## src/rtl/high_pass_ve.sv

```systemverilog
// DC-removal high-pass: data_o = data_i minus an exponentially tracked baseline, with a
// preload / fast-acquire / track start-up sequencer. Define HP_BLANK_EN to zero data_o until settled.
module high_pass_ve #(
   parameter int                     WIDTH         = 16,
   parameter int                     alpha_WIDTH   = 32,
   parameter logic [alpha_WIDTH-1:0] ALPHA_FAST    = 32'h1000_0000,
   parameter int                     SETTLE_CYCLES = 16
) (
   input  logic                   clk_i,
   input  logic                   rst_i,
   input  logic [WIDTH-1:0]       data_i,
   input  logic [alpha_WIDTH-1:0] alpha_i,
   input  logic                   restart_i,
   output logic [WIDTH-1:0]       data_o,
   output logic                   settled_o
);

   localparam int ACC_W = WIDTH + alpha_WIDTH + 1;

   localparam logic [1:0] S_PRELOAD = 2'd0;
   localparam logic [1:0] S_ACQUIRE = 2'd1;
   localparam logic [1:0] S_TRACK   = 2'd2;

   logic [1:0]              state_q, state_d;
   logic signed [ACC_W-1:0] acc_q, acc_d;
   logic [15:0]             cnt_q, cnt_d;
   logic [WIDTH-1:0]        data_o_q, data_o_d;
   logic                    settled_q, settled_d;

   logic signed [WIDTH:0]   baseline;
   logic signed [WIDTH:0]   diff;
   logic [alpha_WIDTH-1:0]  coef_sel;
   logic signed [ACC_W-1:0] diff_x, coef_x, prod;

   function automatic logic [WIDTH-1:0] sat(input logic signed [WIDTH:0] v);
      if (v[WIDTH] != v[WIDTH-1])
         return v[WIDTH] ? {1'b1, {(WIDTH-1){1'b0}}} : {1'b0, {(WIDTH-1){1'b1}}};
      else
         return v[WIDTH-1:0];
   endfunction

   // Baseline is the integer part of acc (floor); the slice equals acc >>> alpha_WIDTH.
   assign baseline = acc_q[ACC_W-1:alpha_WIDTH];
   assign diff     = $signed({data_i[WIDTH-1], data_i}) - baseline;
   assign coef_sel = (state_q == S_ACQUIRE) ? ALPHA_FAST : alpha_i;

   // Exact product fits ACC_W bits: |diff| <= 2^WIDTH and coef < 2^alpha_WIDTH.
   assign diff_x = {{(ACC_W-WIDTH-1){diff[WIDTH]}}, diff};
   assign coef_x = $signed({{(ACC_W-alpha_WIDTH){1'b0}}, coef_sel});
   assign prod   = diff_x * coef_x;

   always_comb begin
      state_d   = state_q;
      acc_d     = acc_q;
      cnt_d     = cnt_q;
      data_o_d  = data_o_q;
      settled_d = settled_q;
      if (restart_i) begin
         state_d   = S_PRELOAD;
         settled_d = 1'b0;
         data_o_d  = '0;
      end else begin
         case (state_q)
            S_PRELOAD: begin
               acc_d     = {data_i[WIDTH-1], data_i, {alpha_WIDTH{1'b0}}};
               data_o_d  = '0;
               cnt_d     = '0;
               settled_d = 1'b0;
               state_d   = S_ACQUIRE;
            end
            S_ACQUIRE: begin
               acc_d    = acc_q + prod;
               data_o_d = sat(diff);
               cnt_d    = cnt_q + 16'd1;
               if (cnt_q == 16'(SETTLE_CYCLES - 1)) begin
                  state_d   = S_TRACK;
                  settled_d = 1'b1;
               end
            end
            S_TRACK: begin
               acc_d     = acc_q + prod;
               data_o_d  = sat(diff);
               settled_d = 1'b1;
            end
            default: begin
               state_d   = S_PRELOAD;
               settled_d = 1'b0;
               data_o_d  = '0;
            end
         endcase
      end
`ifdef HP_BLANK_EN
      if (!settled_d)
         data_o_d = '0;
`endif
   end

   always_ff @(posedge clk_i) begin
      if (rst_i) begin
         state_q   <= S_PRELOAD;
         acc_q     <= '0;
         cnt_q     <= '0;
         data_o_q  <= '0;
         settled_q <= 1'b0;
      end else begin
         state_q   <= state_d;
         acc_q     <= acc_d;
         cnt_q     <= cnt_d;
         data_o_q  <= data_o_d;
         settled_q <= settled_d;
      end
   end

   assign data_o    = data_o_q;
   assign settled_o = settled_q;

endmodule

```

## config.mk

```make
export PLATFORM = sky130hd
export DESIGN_NAME = high_pass_ve
export DESIGN_NICKNAME = d
export VERILOG_FILES = /design/src/rtl/high_pass_ve.sv
export SDC_FILE = /design/constraint.sdc
export NUM_CORES = 2
export LEC_CHECK = 0
export CORE_MARGIN = 2
export CORE_UTILIZATION = 45
export CTS_BUF_LIST = sky130_fd_sc_hd__clkbuf_8 sky130_fd_sc_hd__clkbuf_16
export DETAILED_ROUTE_END_ITERATION = 6
export PLACE_DENSITY = 0.7
export REMOVE_ABC_BUFFERS = 1
export SYNTH_ARGS = -nofsm -noshare
export SYNTH_HDL_FRONTEND = slang
export SYNTH_SLANG_ARGS = --single-unit
```

## constraint.sdc

```tcl
create_clock -name clk_i -period 18.94 [get_ports clk_i]
set_clock_uncertainty 0.1 [all_clocks]
set_input_delay 3.788 -clock clk_i [delete_from_list [all_inputs] [get_ports clk_i]]
set_output_delay 3.788 -clock clk_i [all_outputs]
set_load 0.05 [all_outputs]
```

After elaboration in Yosys (flattened, before gate mapping)
Index checks and enable logic that the tools add are counted.

storage, ports and cells
  register bits after elaboration = 84
  output and inout bits = 17
  word-level logic and storage cells = 35

operators by class
  eq/ne operators = 5
  $add $sub $neg = 3
  reductions and logical operators = 9
  muxes and demuxes = 9
  bitwise gates (word level) = 3
  multipliers = 1

operator list
  cell                                                                     number
  49-bit case mux with 2 select lines                                      1
  49-bit adder                                                             1
  17-bit by 33-bit multiplier with 49-bit output                           1
  16-bit 2-to-1 mux                                                        2
  32-bit 2-to-1 mux                                                        1
  16-bit case mux with 2 select lines                                      1
  16-bit by 17-bit subtractor with 17-bit output                           1
  16-bit by 1-bit adder with 16-bit output (second input constant)         1
  16-bit by 4-bit equality test with 1-bit output (second input constant)  1
  2-bit case mux with 3 select lines                                       1
  2-bit AND reduction                                                      3
  2-bit nonzero test                                                       2
  2-bit OR reduction                                                       2
  1-bit NOT                                                                3
  3-bit OR reduction                                                       1
  2-bit by 1-bit equality test with 1-bit output (second input constant)   1
  2-bit equality test (second input constant)                              1
  2-bit logical NOT                                                        1
  2-bit 2-to-1 mux                                                         1
  2-bit by 1-bit != test with 1-bit output (second input constant)         1
  1-bit case mux with 2 select lines                                       1
  1-bit 2-to-1 mux                                                         1
  1-bit != test                                                            1

Depth between registers and ports, before layout
  word-level depth = 5
  depth in mapped cells = 38
  mapped depth without buffers = 36

Worst setup path before layout
OpenSTA, ideal clock, no wires.

  kind = input -> register
  start = in data_i[0]
  end = reg acc_q[47]
  arrival = 11177 ps
  path slack = 7538 ps
  data required time = 18715 ps
  stages = 33
  setup time = 125 ps
  cell sequence = inv_1 -> ha_1 -> fa_1 -> nor2b_1 -> o31a_4 -> o2bb2ai_4 -> o21ai_2 -> o221ai_2 -> a21oi_2 -> xnor2_2 -> xor2_2 -> inv_2 -> buf_6 -> nor2_1 -> fa_1 -> fa_1 -> fa_1 -> fa_1 -> fa_1 -> inv_1 -> fa_1 -> inv_1 -> ha_1 -> or3_1 -> o211ai_1 -> a2bb2oi_2 -> a31oi_4 -> a21oi_2 -> o211ai_2 -> a21oi_2 -> o21ai_1 -> nor3b_1 -> o41a_1

on the way
  cells in the longest elaborated chain, start to end = 4

ends and longest elaborated chain
  item                                            RTL line  RTL
  from (decl)                                     11        input logic [WIDTH-1:0] data_i,
  16-bit by 17-bit subtractor with 17-bit output  44        assign diff = $signed({data_i[WIDTH-1], data_i}) - baseline;
  17-bit by 33-bit multiplier with 49-bit output  50        assign prod = diff_x * coef_x;
  49-bit adder                                    72, 81
  49-bit case mux with 2 select lines             63        case (state_q)
  to (signal assigned)                            101       acc_q <= '0;
  to (signal assigned)                            107       acc_q <= acc_d;
  to (decl)                                       25        logic signed [ACC_W-1:0] acc_q, acc_d;

No other way between the ends.
A chain may end at the register's enable or synchronous reset.

Worst setup path in the final report
  start = in data_i[0]
  end = reg acc_q[48]

The elaborated chain is that of the path after synthesis.

==> results summary <==
For this run, the total global-route usage over all layers was measured as 26.5%. Cells fill 48.8% of the core in the end. The critical path crosses 34 cells after its start point. The area used by multi-input combinational logic came out at 18,400 um2. The final critical-path share of the clock period came out at 71.4%. The detailed-route wire length per cell came out at 19.6 um. In this design, the critical path's most frequently occurring cell is sky130_fd_sc_hd__fa_1.

The mean instance size in the synthesized netlist is 8.31 um2. 68 I/O pins were placed. In this run the worst setup path begins at data_i[0].

The worst setup path is launched from an input port. Yosys printed 0 warnings. Setup repair after global routing left no endpoint under its margin. The clock tree from TritonCTS is yes. The row count came out at 83. The post-layout minimum cycle time came out at 13,520 ps. The die is 231 um wide. The vertical die dimension came out at 231 um. The total overflow left after global routing is 0. Across the run, the number of max-cap violations was 0. The global-route wire length before repair is 109,000 um.

The post-synthesis instance total came out at 2,793. For the worst setup path, the data arrival time is 13,630 ps. The buffers inserted during post-CTS setup optimization is 0. The via count of the first global-routing pass is 20,300.

The later pin in the worst-skew pair is clocked with a latency of 370 ps. In this run, post-CTS hold repair placed 0 buffers. The total negative setup slack came out at 0 ps.

The sequential cell area is 1680 um2. After legalization and detailed placement, the total HPWL measured 54,400 um. The number of pins exceeding their max-slew limit in the final report came to 0. The kind of cell with the highest combined delay along the critical path is adder cells. The detailed router put a total of 26,600 um of wire on met1. The initial antenna violation count is 0. By startpoint and endpoint, the worst setup path is classified as in -> reg. In the final design database the tool counted 3,514 nets. After detailed routing, the number of remaining DRC violations is 0. The total of cells resized after clock tree synthesis came out at 0. Data on the critical path is required at its endpoint by 19,040 ps. The area growth from synthesis to final layout came out at 7.58%. For this run, the leading register cell type out of synthesis is sky130_fd_sc_hd__dfxtp_1. The library cells used most frequently in the layout, excluding fill and tap cells, are 719 x sky130_fd_sc_hd__inv_1, 498 x sky130_fd_sc_hd__fa_1, 410 x sky130_fd_sc_hd__nand2_1, 290 x sky130_fd_sc_hd__nor2_1, 172 x sky130_fd_sc_hd__ha_1. In this run the remaining antenna-violating nets after routing total 0. The setup slack on the worst flop-to-flop path is 9030 ps.

The depth of the worst register-to-register path came out at 32. The worst setup path is captured at a flip-flop. Sequential cells were found to cover 7.24% of the synthesized design area.

The number of buffers and inverters on the critical path came out at 5. Before antenna repair, the detailed router went through 5 iterations. In this run the most critical hold path is launched from acc_q[5]. The effective utilization at floorplan came out at 45.4%. The clock drives 84 sinks. Summed over all nets, wire length on met3 after detailed routing comes to 6360 um. The routed layout has 18,700 vias. The routability congestion estimate from global placement came out at 0.964.

The worst register-to-register path begins at acc_q[32]. The number of H-tree branching levels is 3. Along the worst hold path, the cell count comes to 2.

The post-route netlist has 4.22% of its cells at a drive strength greater than 1. The largest individual stage delay along the critical path comes from the cell sky130_fd_sc_hd__xor2_2. The detailed-route vias per instance came out at 5.38.

The largest net degree at the start of global routing came out at 55. The die covers 53,400 um2. The library cell used most frequently in the layout, excluding fill and tap cells, is sky130_fd_sc_hd__inv_1. Wires add up to 68,000 um. Fill cells in the final layout number 4,852. The number of clock buffers added by TritonCTS is 9. Setup violations remaining at the end of the flow were counted as 0. During placement, the flow inserted port buffers numbering 67.

Along the worst path, the maximum fanout reaches 26. The cell sitting at the root of the clock tree is a sky130_fd_sc_hd__clkbuf_16. Clock-pin slew was measured on the worst setup and hold paths at 70 ps.

The unique cell type count in the Yosys netlist came out at 77. The summed instance area of the synthesized netlist is 23,200 um2. Timing would allow up to 74.0 MHz. The final count of hold timing violations is 0.

The diode insertion count for antenna repair came out at 0. The clock passes through at most 2 buffers. The wire length on met2 is 32,300 um. The last element of the critical path is acc_q[48].

The capturing point of the worst reg2reg path is acc_q[48]. For the pin with the worst max-slew slack, the measured transition is 1280 ps. The placeable core region is 51,200 um2. In this design, the stage delay of the slowest critical-path cell is 910 ps. For this block, the initial DRC count from the detailed router was 1,361. The worst-case headroom to the max-slew limit is 14.4%. The path class of the tightest hold or removal check is reg -> reg. The proportion of synthesized flip-flops having asynchronous set or reset came out at 0%. The number of enable flip-flop cells after synthesis is 0. The flow ran to the end, and the final reports show no timing, DRC or antenna violations. The number of storage elements in the synthesis netlist came out at 84. The detailed router used layers up to and including met4.
==> worst min path at each step <==
stage | to | slack (ps)
detailed placement | acc_q[0] | 360
finish | acc_q[5] | 380
CTS | acc_q[0] | 370
floorplan | acc_q[0] | 330
global placement | acc_q[0] | 340
global route | acc_q[5] | 400
==> synth_stat cells (5+ instances only) <==
| cell | n | share of area (%) |
|---|---|---|
| sky130_fd_sc_hd__o21a_1 | 10 | 0.32 |
| sky130_fd_sc_hd__and2_1 | 5 | 0.13 |
| sky130_fd_sc_hd__nor2b_1 | 42 | 1.1 |
| sky130_fd_sc_hd__nand3_1 | 19 | 0.41 |
| sky130_fd_sc_hd__nor2_1 | 292 | 4.7 |
| sky130_fd_sc_hd__a211oi_1 | 9 | 0.29 |
| sky130_fd_sc_hd__a21oi_2 | 5 | 0.19 |
| sky130_fd_sc_hd__a31oi_1 | 11 | 0.30 |
| sky130_fd_sc_hd__mux2i_1 | 6 | 0.26 |
| sky130_fd_sc_hd__a22oi_1 | 24 | 0.78 |
| sky130_fd_sc_hd__nor3_1 | 18 | 0.39 |
| sky130_fd_sc_hd__buf_1 | 8 | 0.13 |
| sky130_fd_sc_hd__and3_1 | 18 | 0.48 |
| sky130_fd_sc_hd__inv_1 | 719 | 12 |
| sky130_fd_sc_hd__xnor2_1 | 38 | 1.4 |
| sky130_fd_sc_hd__nand2b_1 | 13 | 0.35 |
| sky130_fd_sc_hd__nand4_1 | 9 | 0.24 |
| sky130_fd_sc_hd__maj3_1 | 15 | 0.65 |
| sky130_fd_sc_hd__a21o_1 | 27 | 0.87 |
| sky130_fd_sc_hd__nand2_1 | 410 | 6.6 |
| sky130_fd_sc_hd__buf_2 | 9 | 0.19 |
| sky130_fd_sc_hd__ha_1 | 173 | 9.3 |
| sky130_fd_sc_hd__dfxtp_1 | 84 | 7.2 |
| sky130_fd_sc_hd__clkbuf_1 | 100 | 1.6 |
| sky130_fd_sc_hd__buf_6 | 5 | 0.24 |
| sky130_fd_sc_hd__fa_1 | 498 | 43 |
| sky130_fd_sc_hd__o21ai_0 | 33 | 0.71 |
| sky130_fd_sc_hd__xor2_1 | 33 | 1.2 |
| sky130_fd_sc_hd__o21bai_1 | 7 | 0.23 |
| sky130_fd_sc_hd__a21oi_1 | 69 | 1.5 |
| sky130_fd_sc_hd__or3_1 | 8 | 0.22 |
==> worst register-to-register path, delay by kind of cell (launching register included) <==
kind	cells	cell delay (ps)
XOR/XNOR	3	1240
buffers and inverters	3	660
adder cells (fa/ha/maj)	9	3940
AND/OR/NAND/NOR	6	1430
flip-flops	1	340
AO/OA/AOI/OAI	11	2040
==> kinds of logic (layout without fill, tap and decap cells) <==
family                   after synthesis  count (layout)  synth area share [%]
XOR/XNOR                              75              75                  2.99
flip-flops                            84              84                  7.24
AO/OA/AOI/OAI                        247             247                  7.47
buffers and inverters                843             847                  13.8
multiplexers                           6               6                 0.259
AND/OR/NAND/NOR                      852             852                  15.3
adder cells (fa/ha/maj)              686             686                  52.9
==> cell type report <==
cell class | instances | share of cell area [%]
clock buffer | 9 | 0.902
clock inverter | 7 | 0.331
tap | 680 | 3.41
inverter | 721 | 10.8
timing repair buffer | 110 | 3.96
sequential | 84 | 6.73
multi-input combinational | 1866 | 73.8
==> flip-flops by register name, summed over array words and instances (netlist names) <==
register and count:
cnt_q 16, state_q 2, data_o 16, settled_o 1, acc_q 49
==> routing by layer <==
layer / global-route usage [%] / vias to the layer above
li1: - / 8204
met1: 33.7 / 9425
met2: 44.5 / 870
met3: 5.13 / 196
met4: 10.0 / 0
met5: 0 / -
==> metrics by stage <==
| step | setup WS, ps | instance area (um2) | hold slack, ps | cells |
|---|---|---|---|---|
| 4_1_cts | 5460 | 25000 | 370 | 3477 |
| 2_1_floorplan | 6300 | 22700 | 330 | 2671 |
| 6_report | 5420 | 25000 | 376 | 3477 |
| 5_1_grt | 4820 | 25000 | 399 | 3477 |
| 3_3_place_gp | 5310 | 24700 | 343 | 3461 |
| 3_5_place_dp | 5110 | 24700 | 359 | 3461 |
Power is left out: the tool's default activity adds up to more than one toggle a clock period on the data nets, which glitch-free logic cannot reach.
